`src/rtl/dpram_fifo_ctrl.sv`:
```
// dpram_fifo_ctrl: valid/ready FIFO controller over dual_port_RAM (port 1 write, port 2 read); DPRAM_FIFO_LEVEL_EN adds level/almost_full
module dpram_fifo_ctrl #(
  parameter int data_width = 8,
  parameter int addr_width = 10,
  parameter int af_thresh = 2**addr_width - 4
) (
  input  logic                  clk,
  input  logic                  rst,
  input  logic                  wr_valid,
  input  logic [data_width-1:0] wr_data,
  output logic                  wr_ready,
  output logic                  rd_valid,
  output logic [data_width-1:0] rd_data,
  input  logic                  rd_ready,
  output logic [addr_width-1:0] ram_addr_in1,
  output logic [data_width-1:0] ram_data_in1,
  output logic                  ram_wr_en1,
  output logic [addr_width-1:0] ram_addr_in2,
  output logic [data_width-1:0] ram_data_in2,
  output logic                  ram_wr_en2,
  input  logic [data_width-1:0] ram_data_out2
`ifdef DPRAM_FIFO_LEVEL_EN
  ,
  output logic [addr_width:0]   level,
  output logic                  almost_full
`endif
);
  localparam logic [addr_width:0] depth = {1'b1, {addr_width{1'b0}}};
  logic [addr_width-1:0] wr_ptr, rd_ptr;
  logic [addr_width:0] count, count_nxt;
  logic push, pop, full;
  assign full = count == depth;
  assign wr_ready = !full;
  assign push = wr_valid & wr_ready;
  assign pop = rd_valid & rd_ready;
  assign count_nxt = count + (addr_width+1)'(push) - (addr_width+1)'(pop);
  assign ram_addr_in1 = wr_ptr;
  assign ram_data_in1 = wr_data;
  assign ram_wr_en1 = push;
  // read the post-edge head so the registered RAM output lines up with rd_valid
  assign ram_addr_in2 = rd_ptr + addr_width'(pop);
  assign ram_data_in2 = '0;
  assign ram_wr_en2 = 1'b0;
  assign rd_data = ram_data_out2;
  always_ff @(posedge clk) begin
    if (rst) begin
      wr_ptr <= '0;
      rd_ptr <= '0;
      count <= '0;
      rd_valid <= 1'b0;
    end else begin
      wr_ptr <= wr_ptr + addr_width'(push);
      rd_ptr <= rd_ptr + addr_width'(pop);
      count <= count_nxt;
      // this edge's push is excluded: the RAM is read-before-write on collision
      rd_valid <= count > (addr_width+1)'(pop);
    end
  end
`ifdef DPRAM_FIFO_LEVEL_EN
  assign level = count;
  always_ff @(posedge clk) begin
    if (rst) almost_full <= 1'b0;
    else almost_full <= count_nxt >= (addr_width+1)'(af_thresh);
  end
`else
  logic unused_af;
  assign unused_af = af_thresh != 0;
`endif
endmodule

```
`config.mk`:
```
export PLATFORM = sky130hd
export DESIGN_NAME = dpram_fifo_ctrl
export DESIGN_NICKNAME = d
export VERILOG_FILES = /design/src/rtl/dpram_fifo_ctrl.sv
export SDC_FILE = /design/constraint.sdc
export NUM_CORES = 1
export LEC_CHECK = 0
export ABC_AREA = 1
export CAP_MARGIN = 40
export CORE_AREA = 2 2 93 73
export CTS_CLUSTER_SIZE = 12
export DETAILED_ROUTE_END_ITERATION = 7
export DIE_AREA = 0 0 95 75
export HOLD_SLACK_MARGIN = 0.02
export SYNTH_ARGS = -nofsm -noshare
export SYNTH_HDL_FRONTEND = slang
export SYNTH_SLANG_ARGS = --single-unit
```
`constraint.sdc`:
```
create_clock -name clk -period 5.97 [get_ports clk]
set_clock_uncertainty 0.15 [all_clocks]
set_input_delay 0.597 -clock clk [delete_from_list [all_inputs] [get_ports clk]]
set_output_delay 0.597 -clock clk [all_outputs]
set_load 0.05 [all_outputs]
```
* Word-level counts from Yosys, hierarchy flattened
Cells that the tools add are included.
** Storage, ports and cells
- Flip-flop bits (word level) :: 32
- Bits in latches :: 0
- RAM bits :: 0
- ROM bits :: 0
- Bits of input ports :: 20
- Output and inout bits :: 48
- Memories kept :: 0
** Operators by class
- $add $sub $neg :: 4
- $mul :: 0
- Divide/modulo/power cells :: 0
- Order comparisons :: 1
- Eq/ne operators :: 1
- Shift operators :: 0
- Muxes and demuxes :: 0
- Bitwise logic cells :: 2
- Reduce and logical (&&, ||, !) cells :: 1
** Operators by type and width (count)
- 10-bit by 1-bit adder with 10-bit output :: 2
- 11-bit by 1-bit adder with 11-bit output :: 1
- 11-bit == test (second input constant) :: 1
- 11-bit by 1-bit > comparator with 1-bit output :: 1
- 11-bit by 1-bit subtractor with 11-bit output :: 1
- 1-bit AND :: 2
- 1-bit zero test :: 1

* Longest topological paths before layout
Gate-level depths: netlist (run 1).
- Depth in word-level cells :: 5
- Depth in mapped cells :: 16
- Mapped depth without buffers :: 16

* Worst setup path after synthesis (run 1)
Ideal clock, no wire load.
- Kind :: flip-flop to flip-flop
- From :: reg count[7]
- To :: reg count[8]
- Data arrival time :: 2.930 ns
- Data required time :: 5.707 ns
- Slack :: 2.777 ns
- Stages on the path, launching flop included :: 17
- Path through :: dfxtp_1 > inv_1 > ha_1 > nand2_1 > nor2_1 > nand4_1 > and2_1 > ha_1 > fa_1 > nand2_1 > nand2_1 > nand2_1 > nor2_1 > nor2_1 > nand2_1 > nand2_1 > nor2_1
** On the way
- Longest elaborated chain between the ends :: 5
** RTL lines
- start, declared :: RTL line 30 : logic [addr_width:0] count, count_nxt;
- start signal, assigned :: RTL line 54 : count <= count_nxt;
- 11-bit == test :: RTL line 32 : assign full = count == depth;
- 1-bit zero test :: RTL line 33 : assign wr_ready = !full;
- net wr_ready :: RTL line 11 : output logic wr_ready,
- 1-bit AND :: RTL line 34 : assign push = wr_valid & wr_ready;
- net ram_wr_en1 :: RTL line 17 : output logic ram_wr_en1,
- 11-bit by 1-bit adder with 11-bit output :: RTL line 36 : assign count_nxt = count + (addr_width+1)'(push) - (addr_width+1)'(pop);
- 11-bit by 1-bit subtractor with 11-bit output :: RTL line 36
The timed path passes the listed nets, and every way through them passes these cells.
A chain may end at the register's enable or synchronous reset.

* Final worst setup path (run 1)
- From :: in rd_ready
- To :: out ram_addr_in2[6]
** On the way
- Longest elaborated chain between the ends :: 2
** RTL lines
- start, declared :: RTL line 14 : input logic rd_ready,
- 1-bit AND :: RTL line 35 : assign pop = rd_valid & rd_ready;
- 10-bit by 1-bit adder with 10-bit output :: RTL line 41 : assign ram_addr_in2 = rd_ptr + addr_width'(pop);
- end, declared :: RTL line 18 : output logic [addr_width-1:0] ram_addr_in2,
No other way between the ends.

==> out/metrics.cfg, run 1 <==
[outcome]
status = finished, final reports clean

[setup_path]
endpoint_kind = output pin
path_cells = clkdlybuf4s50_1 -> nand2_1 -> inv_1 -> ha_1 -> ha_1 -> nand3_2 -> nor2_2 -> nand2_2 -> xor2_1 -> inv_1 -> clkdlybuf4s50_1
cp-start-kind = input pin
path_class = in2out
cp.required_ns = 5.22
slowest_stage = clkdlybuf4s50_1
crit_arrival_ns = 2.90
crit_family = buffers and inverters
r2r_slack_ns = 3.18
critPathBufInv = 4
cp_max_fo = 3
cpPeakStageDelay_ns = 0.79
r2r-start = count[7]
ff2ff_path_depth = 16
timing.rr.end = count[8]

[cells_and_area]
layout-drive-gt1-share = 0.0691
syn2layout_area_growth_pct = 14.8
diodes = 0
fin_nets = 350
multiInputGateArea_sq_um = 1140
final_common_cell = nand2_1
fillers = 658
stdcell_count = 385
regArea_sq_um = 641
layout_common_cells = nand2_1 (44), inv_1 (43), nor2_1 (43)

[drt]
drc = 0
viasPerCell = 4.41
drt-total-wl_microns = 3880
ant_nets = 0
wl_met2_microns = 1640
wl_per_cell_microns = 10.1
first_pass_iters = 4
routed-wl-met3_microns = 229
top_layer_used = met4
num_vias = 1696
m1WireLength_microns = 1970
drt-initial-drc-count = 39

[timing]
worstMarginPinSlew_ns = 0.502
setup_ws_ns = 2.32
finalHoldViolCount = 0
final-max-slew-violation-count = 0
period_needed_ns = 3.65
grt_setup_unrepaired = no
relSlewSlack = 0.664
holdWs_ns = 0.328
fin_crit_sh = 0.611
setup_viol = 0
tns_ns = 0
timing.fmax_ghz = 0.274

[global_routing]
antenna_found_initial = 0
track_usage = 0.119
grt_pass1_wl_microns = 6510
grt_max_degree = 21
grt_overflow_total = 0
grt_pass1_vias = 1506

[clocking]
post_cts_buffers = 0
cts_max_level = 2
path_clk_slew_ns = 0.07
cts-root-buf = clkbuf_8
cts_tree = built
clock_path_buffers = 2
cts-resized-gates = 0
holdBufCountCts = 0
numCtsBuffers = 5
clock_latency_ns = 0.28
numClockSinks = 32

[die]
core-area_sq_um = 6160
start_util = 0.343
row_count = 25
ios = 68
die_w_microns = 95
die_area_sq_um = 7130
die_y_microns = 75

[yosys]
ys_seq_area_frac = 0.303
syn-instance-count = 289
yosysWarnings = 0
yosysUniqueCellTypes = 30
async_flop_share = 0
synth_edf_count = 0
synth_seq_cells = 32
synth_ff_type = dfxtp_1
syn_area_sq_um = 2120
syn-mean-instance-area_sq_um = 7.32

[hold_path]
min_to = ram_addr_in1[9]
hold_path_class = reg2reg
worstHoldPathCells = 2
min_from = ram_addr_in1[9]

[power]
powerDensity_nw_per_um2 = 424
ir_drop_mv = 0.227
leakage_nw = 1.09
fin_total_pwr_mw = 1.03

[placed_design]
place_ws_ns = 2.31
port_buffers = 26
post-dp-hpwl_microns = 3040
dp.cells = 377
gp_congestion = 0.823

[run]
maxCapViolCount = 0

[sequential cells by signal (all words and copies together) (netlist names)]
signal	flops
rd_ptr	10
rd_valid	1
count	11
ram_addr_in1	10
[cell families (layout without fill, tap and decap cells)]
kind of cell | Yosys count | in the layout | synth area share
AOI/OAI and AO/OA | 31 | 31 | 0.0792
and+or+nand+nor | 120 | 120 | 0.251
xor gates and xnor gates | 5 | 5 | 0.0278
DFF | 32 | 32 | 0.303
buffers and inverters | 73 | 80 | 0.174
adders and majority gates | 27 | 27 | 0.163
other | 1 | 9 | 0.00177
[worst max path at each step]
stage,start,end,slack (ns),cells after the start
finish,rd_ready,ram_addr_in2[6],2.32,11
floorplan,count[7],count[8],2.78,16
CTS,rd_ready,ram_addr_in2[8],2.31,12
detailed placement,rd_ready,ram_addr_in2[8],2.31,12
global placement,rd_ready,ram_addr_in2[6],2.33,11
global route,rd_ready,ram_addr_in2[8],2.14,12
[metrics by stage]
stage | utilization | area, sq um
floorplan | - | 2150
global placement | 0.374 | 2310
detailed placement | 0.377 | 2320
CTS | 0.394 | 2430
global route | 0.394 | 2430
finish | 0.394 | 2430
[layout make-up]
| cell class | instances | share of cell area |
|---|---|---|
| multi-input cells | 192 | 0.468 |
| flip-flops and latches | 32 | 0.264 |
| repair buffers | 27 | 0.113 |
| inverters | 45 | 0.0695 |
| well taps | 81 | 0.0417 |
| clock buffers | 6 | 0.0299 |
| clock inverters | 2 | 0.0144 |
[routing by layer]
| layer | global-route usage | up-vias |
|---|---|---|
| li1 | - | 896 |
| met1 | 0.160 | 746 |
| met2 | 0.179 | 47 |
| met3 | 0.0410 | 7 |
| met4 | 0.0451 | 0 |
| met5 | 0 | - |
[synth_stat cells, types with 2 or more instances]
master	count	area, sq um
nor2_2	2	12.5
and2_1	2	12.5
dfxtp_1	32	641
nor2_1	43	161
a21oi_1	16	80.1
ha_1	26	325
nand2_2	2	12.5
o21a_1	3	22.5
xor2_1	2	17.5
nand3_1	13	65.1
inv_1	43	161
nand4_1	3	18.8
nor3_1	5	25.0
xnor2_2	2	32.5
nand2_1	44	165
nand3_2	3	30.0
clkbuf_1	2	7.51
o21bai_1	2	15.0
o21ai_0	9	45.0
buf_4	25	188
[worst min-delay path: stages (launching register included)]
cell	delay (ns)
dfxtp_1	0.32
nand2_1	0.06
a21oi_1	0.05
[report_power, final]
part | internal [mW] | total [mW] | switching (mW)
sequential | 0.255 | 0.274 | 0.0192
clock | 0.124 | 0.206 | 0.0819
combinational | 0.192 | 0.551 | 0.358
total | 0.571 | 1.03 | 0.459
Note: power is estimated with default switching activity, not from simulation.
==> run 2: changes to the inputs <==
- clock period: 5.97 -> 3.63 ns (I/O delays scaled with it)
==> run 2 against run 1 <==
  * Non-clock buffer count stayed put
  * Largest power group unchanged
  * Flip-flop and latch count stayed put
  * Clock-buffer cell count stayed put
  * Power is 65% higher
  * Critical endpoint is now ram_addr_in2[8]
==> out/metrics.cfg, run 2 (same netlist as run 1, synthesis figures left out) <==
[outcome]
status = finished, final reports clean

[timing]
timing.fmax_ghz = 0.315
relSlewSlack = 0.667  ; +0.00312
setup_viol = 0  ; unchanged
final-max-slew-violation-count = 0  ; unchanged
tns_ns = 0  ; unchanged
holdWs_ns = 0.330  ; +0.00216 ns
fin_crit_sh = 0.874
finalHoldViolCount = 0  ; unchanged
grt_setup_unrepaired = no
worstMarginPinSlew_ns = 0.498  ; -0.00467 ns
setup_ws_ns = 0.456  ; -1.86 ns
period_needed_ns = 3.17

[global_routing]
antenna_found_initial = 0  ; unchanged
grt_overflow_total = 0  ; unchanged
track_usage = 0.120  ; +0.00110
grt_pass1_vias = 1535  ; +1.9%
grt_max_degree = 21  ; unchanged
grt_pass1_wl_microns = 6650  ; +2.1%

[drt]
drc = 0  ; unchanged
viasPerCell = 4.39  ; -0.35%
wl_per_cell_microns = 10.1  ; +0.21%
num_vias = 1690  ; -0.35%
drt-total-wl_microns = 3890  ; +0.21%
first_pass_iters = 4  ; unchanged
drt-initial-drc-count = 49  ; +26%
ant_nets = 0  ; unchanged

[power]
ir_drop_mv = 0.391  ; +72%
powerDensity_nw_per_um2 = 701  ; +65%
leakage_nw = 1.09  ; -0.24%
fin_total_pwr_mw = 1.70  ; +65%

[clocking]
cts_max_level = 2  ; unchanged
numCtsBuffers = 5  ; unchanged
cts-root-buf = clkbuf_8
post_cts_buffers = 0  ; unchanged
clock_latency_ns = 0.28  ; about the same
path_clk_slew_ns = 0.07  ; about the same
holdBufCountCts = 0  ; unchanged
clock_path_buffers = 2  ; unchanged
numClockSinks = 32  ; unchanged
cts-resized-gates = 0  ; unchanged
cts_tree = built

[setup_path]
cpPeakStageDelay_ns = 0.79  ; about the same
path_class = in2out
cp-start-kind = input pin
crit_family = buffers and inverters
critPathBufInv = 4  ; unchanged
path_cells = clkdlybuf4s50_1 -> nand2_1 -> inv_1 -> ha_1 -> ha_1 -> nand3_2 -> nor2_2 -> nand2_2 -> clkinv_1 -> nand4_1 -> nand2_1 -> clkdlybuf4s50_1
cp.required_ns = 3.12  ; -2.10 ns
endpoint_kind = output pin
crit_arrival_ns = 2.66  ; -0.24 ns
slowest_stage = clkdlybuf4s50_1
cp_max_fo = 3  ; unchanged

[placed_design]
placed_area_sq_um = 2310  ; -0.32%
gp_congestion = 0.813  ; -1.3%
place_ws_ns = 0.430  ; -1.88 ns
post-dp-hpwl_microns = 3000  ; -1.2%
port_buffers = 26  ; unchanged
dp.cells = 377  ; unchanged

[die]
die_area_sq_um = 7130  ; unchanged
die_w_microns = 95  ; unchanged
ios = 68  ; unchanged
die_y_microns = 75  ; unchanged
row_count = 25  ; unchanged
core-area_sq_um = 6160  ; unchanged
start_util = 0.343  ; unchanged

[cells_and_area]
syn2layout_area_growth_pct = 14.5
post-route-cell-area_sq_um = 2420  ; -0.31%
largest_reg_flops = 11  ; unchanged
multiInputGateArea_sq_um = 1140  ; unchanged
stdcell_count = 385  ; unchanged
diodes = 0  ; unchanged
final_common_cell = nand2_1
layout_common_cells = nand2_1 (44), inv_1 (43), nor2_1 (43)
largest-register = count
final_util = 0.393  ; -0.00122
layout-drive-gt1-share = 0.0691  ; unchanged
fillers = 643  ; -2.3%
fin_nets = 350  ; unchanged
regArea_sq_um = 641  ; unchanged

[hold_path]
hold_path_class = reg2reg

[run]
maxCapViolCount = 0  ; unchanged

run 2: changes by cell type in the layout (fill, tap and decap cells not counted):
cell   change
buf_8      -1
buf_4      +1
run 2: worst min-delay path, stage by stage (launching register included):
cell and delay [ns]:
dfxtp_1 0.32, nand2_1 0.06, a21oi_1 0.05
run 2: worst paths after layout:
check	start	end	slack (ns)	cells after the start
setup / recovery	rd_ready	ram_addr_in2[8]	0.46	12
hold / removal	ram_addr_in1[9]	ram_addr_in1[9]	0.33	2
setup reg to reg	count[7]	count[8]	0.84	16
hold reg to reg	ram_addr_in1[9]	ram_addr_in1[9]	0.33	2
run 2: cell type report:
| cell class | count | area share |
|---|---|---|
| Multi-Input combinational cell | 192 | 0.469 |
| Clock inverter | 2 | 0.0145 |
| Inverter | 45 | 0.0697 |
| Clock buffer | 6 | 0.0300 |
| Tap cell | 81 | 0.0418 |
| Sequential cell | 32 | 0.264 |
| Timing Repair Buffer | 27 | 0.111 |
run 2: routing by layer:
metal,track usage,share of wire,up-vias,wire (microns)
li1,-,-,896,-
met1,0.162,0.53,751,2050
met2,0.184,0.41,38,1600
met3,0.0410,0.055,5,213
met4,0.0370,0.0064,0,25
met5,0,0,-,0
run 2: power breakdown:
group / internal (mW) / switching [mW] / total (mW)
sequential: 0.419 / 0.0315 / 0.451
clock: 0.204 / 0.139 / 0.343
combinational: 0.316 / 0.589 / 0.905
total: 0.939 / 0.759 / 1.70
==> run 3: changes to the inputs <==
- CTS_BUF_LIST: default -> sky130_fd_sc_hd__clkbuf_4 sky130_fd_sc_hd__clkbuf_8
==> run 3 against run 2 <==
  * Power is 0.45% higher
  * Wire length hardly changed
  * Sequential power hardly changed
  * Non-clock buffer count stayed put
  * Core utilization is 0.061 points higher
  * Flip-flop and latch count stayed put
==> out/metrics.cfg, run 3 (same netlist as run 1, synthesis figures left out) <==
[die]
die_w_microns = 95  ; unchanged
ios = 68  ; unchanged
start_util = 0.343  ; unchanged
die_y_microns = 75  ; unchanged
core-area_sq_um = 6160  ; unchanged
row_count = 25  ; unchanged
die_area_sq_um = 7130  ; unchanged

[setup_path]
crit_arrival_ns = 2.66  ; about the same
cp_max_fo = 3  ; unchanged
cp-start-kind = input pin
timing.rr.end = count[8]
ff2ff_path_depth = 16  ; unchanged
endpoint_kind = output pin
r2r-start = count[7]
r2r_slack_ns = 0.84  ; about the same
path_class = in2out
cp.required_ns = 3.12  ; about the same

[cells_and_area]
layout_common_cells = nand2_1 (44), inv_1 (43), nor2_1 (43)
fin_nets = 350  ; unchanged
layout-drive-gt1-share = 0.0724  ; +0.00329
syn2layout_area_growth_pct = 14.7
diodes = 0  ; unchanged
largest-register = count
post-route-cell-area_sq_um = 2430  ; +0.16%
largest_reg_flops = 11  ; unchanged
fillers = 641  ; -0.31%
final_common_cell = nand2_1

[drt]
wl_per_cell_microns = 10.1  ; about the same
ant_nets = 0  ; unchanged
num_vias = 1690  ; unchanged
viasPerCell = 4.39  ; unchanged
first_pass_iters = 4  ; unchanged
drt-initial-drc-count = 49  ; unchanged
drc = 0  ; unchanged
drt-total-wl_microns = 3890  ; about the same

[timing]
relSlewSlack = 0.667  ; unchanged
timing.fmax_ghz = 0.315  ; unchanged
worstMarginPinSlew_ns = 0.498  ; unchanged
final-max-slew-violation-count = 0  ; unchanged
holdWs_ns = 0.330  ; +0.0000220 ns
tns_ns = 0  ; unchanged
setup_viol = 0  ; unchanged
grt_setup_unrepaired = no
period_needed_ns = 3.17  ; unchanged
setup_ws_ns = 0.456  ; unchanged
finalHoldViolCount = 0  ; unchanged
fin_crit_sh = 0.874  ; unchanged

[clocking]
clock_path_buffers = 2  ; unchanged
post_cts_buffers = 0  ; unchanged
cts_tree = built
cts_max_level = 2  ; unchanged
cts-resized-gates = 0  ; unchanged
cts-root-buf = clkbuf_8
clock_latency_ns = 0.28  ; about the same
numClockSinks = 32  ; unchanged
numCtsBuffers = 5  ; unchanged
holdBufCountCts = 0  ; unchanged
path_clk_slew_ns = 0.07  ; about the same

[global_routing]
grt_busiest_layer = met2
use_met1 = 0.162  ; unchanged
use_met2 = 0.184  ; unchanged
grt_max_degree = 21  ; unchanged
grt_pass1_vias = 1535  ; unchanged
grt_use_met3 = 0.0410  ; unchanged
grt_pass1_wl_microns = 6650  ; unchanged
grt_overflow_total = 0  ; unchanged
antenna_found_initial = 0  ; unchanged
track_usage = 0.120  ; unchanged

[power]
leakage_nw = 1.09  ; +0.31%
ir_drop_mv = 0.391  ; about the same
powerDensity_nw_per_um2 = 703  ; +0.29%

[hold_path]
min_to = ram_addr_in1[9]
min_from = ram_addr_in1[9]
worstHoldPathCells = 2  ; unchanged
hold_path_class = reg2reg

[placed_design]
place_ws_ns = 0.430  ; unchanged
post-dp-hpwl_microns = 3000  ; unchanged
port_buffers = 26  ; unchanged
placed_area_sq_um = 2310  ; unchanged
gp_congestion = 0.813  ; unchanged

[outcome]
status = finished, final reports clean

[run]
maxCapViolCount = 0  ; unchanged

-- run 3: cell counts in the layout (fill, tap and decap cells not counted) --
Identical to the previous run, type by type.
-- run 3: worst max-delay path: stages --
cell	delay (ns)
clkdlybuf4s50_1	0.45
nand2_1	0.04
inv_1	0.07
ha_1	0.18
ha_1	0.22
nand3_2	0.10
nor2_2	0.14
nand2_2	0.09
clkinv_1	0.05
nand4_1	0.09
nand2_1	0.08
clkdlybuf4s50_1	0.79
-- run 3: how the worst max path moves through the flow --
| stage | from | endpoint | slack [ns] | cells after the start |
|---|---|---|---|---|
| 2_1_floorplan | count[7] | count[8] | 0.44 | 16 |
| 5_1_grt | rd_ready | ram_addr_in2[8] | 0.26 | 12 |
| 6_report | rd_ready | ram_addr_in2[8] | 0.46 | 12 |
| 4_1_cts | rd_ready | ram_addr_in2[6] | 0.42 | 11 |
| 3_3_place_gp | rd_ready | ram_addr_in2[6] | 0.46 | 11 |
| 3_5_place_dp | rd_ready | ram_addr_in2[6] | 0.43 | 11 |
-- run 3: area by class of cell --
type                    count  area [sq um]  share of cell area
inverters                  45           169              0.0696
well taps                  81           101              0.0418
flip-flops and latches     32           641               0.264
repair buffers             27           268               0.110
clock buffers               6          76.3              0.0315
clock inverters             2          35.0              0.0144
multi-input cells         192          1140               0.468
-- run 3: routing by layer --
metal	part of all wire	routed length, microns
met5	0	0
met4	0.0064	25
met3	0.055	213
met2	0.41	1600
met1	0.53	2050
-- run 3: power by group --
group | total [mW] | internal, mW | switching, mW
Sequential | 0.451 | 0.419 | 0.0315
Combinational | 0.905 | 0.316 | 0.589
Clock | 0.350 | 0.211 | 0.139
Total | 1.71 | 0.947 | 0.759
-- run 3: stage by stage --
stage          instances  total power [mW]  utilization
2_1_floorplan        297              1.22            -
3_3_place_gp         377              1.35        0.376
3_5_place_dp         377              1.36        0.376
4_1_cts              385              1.72        0.394
5_1_grt              385              1.88        0.394
6_report             385              1.71        0.394
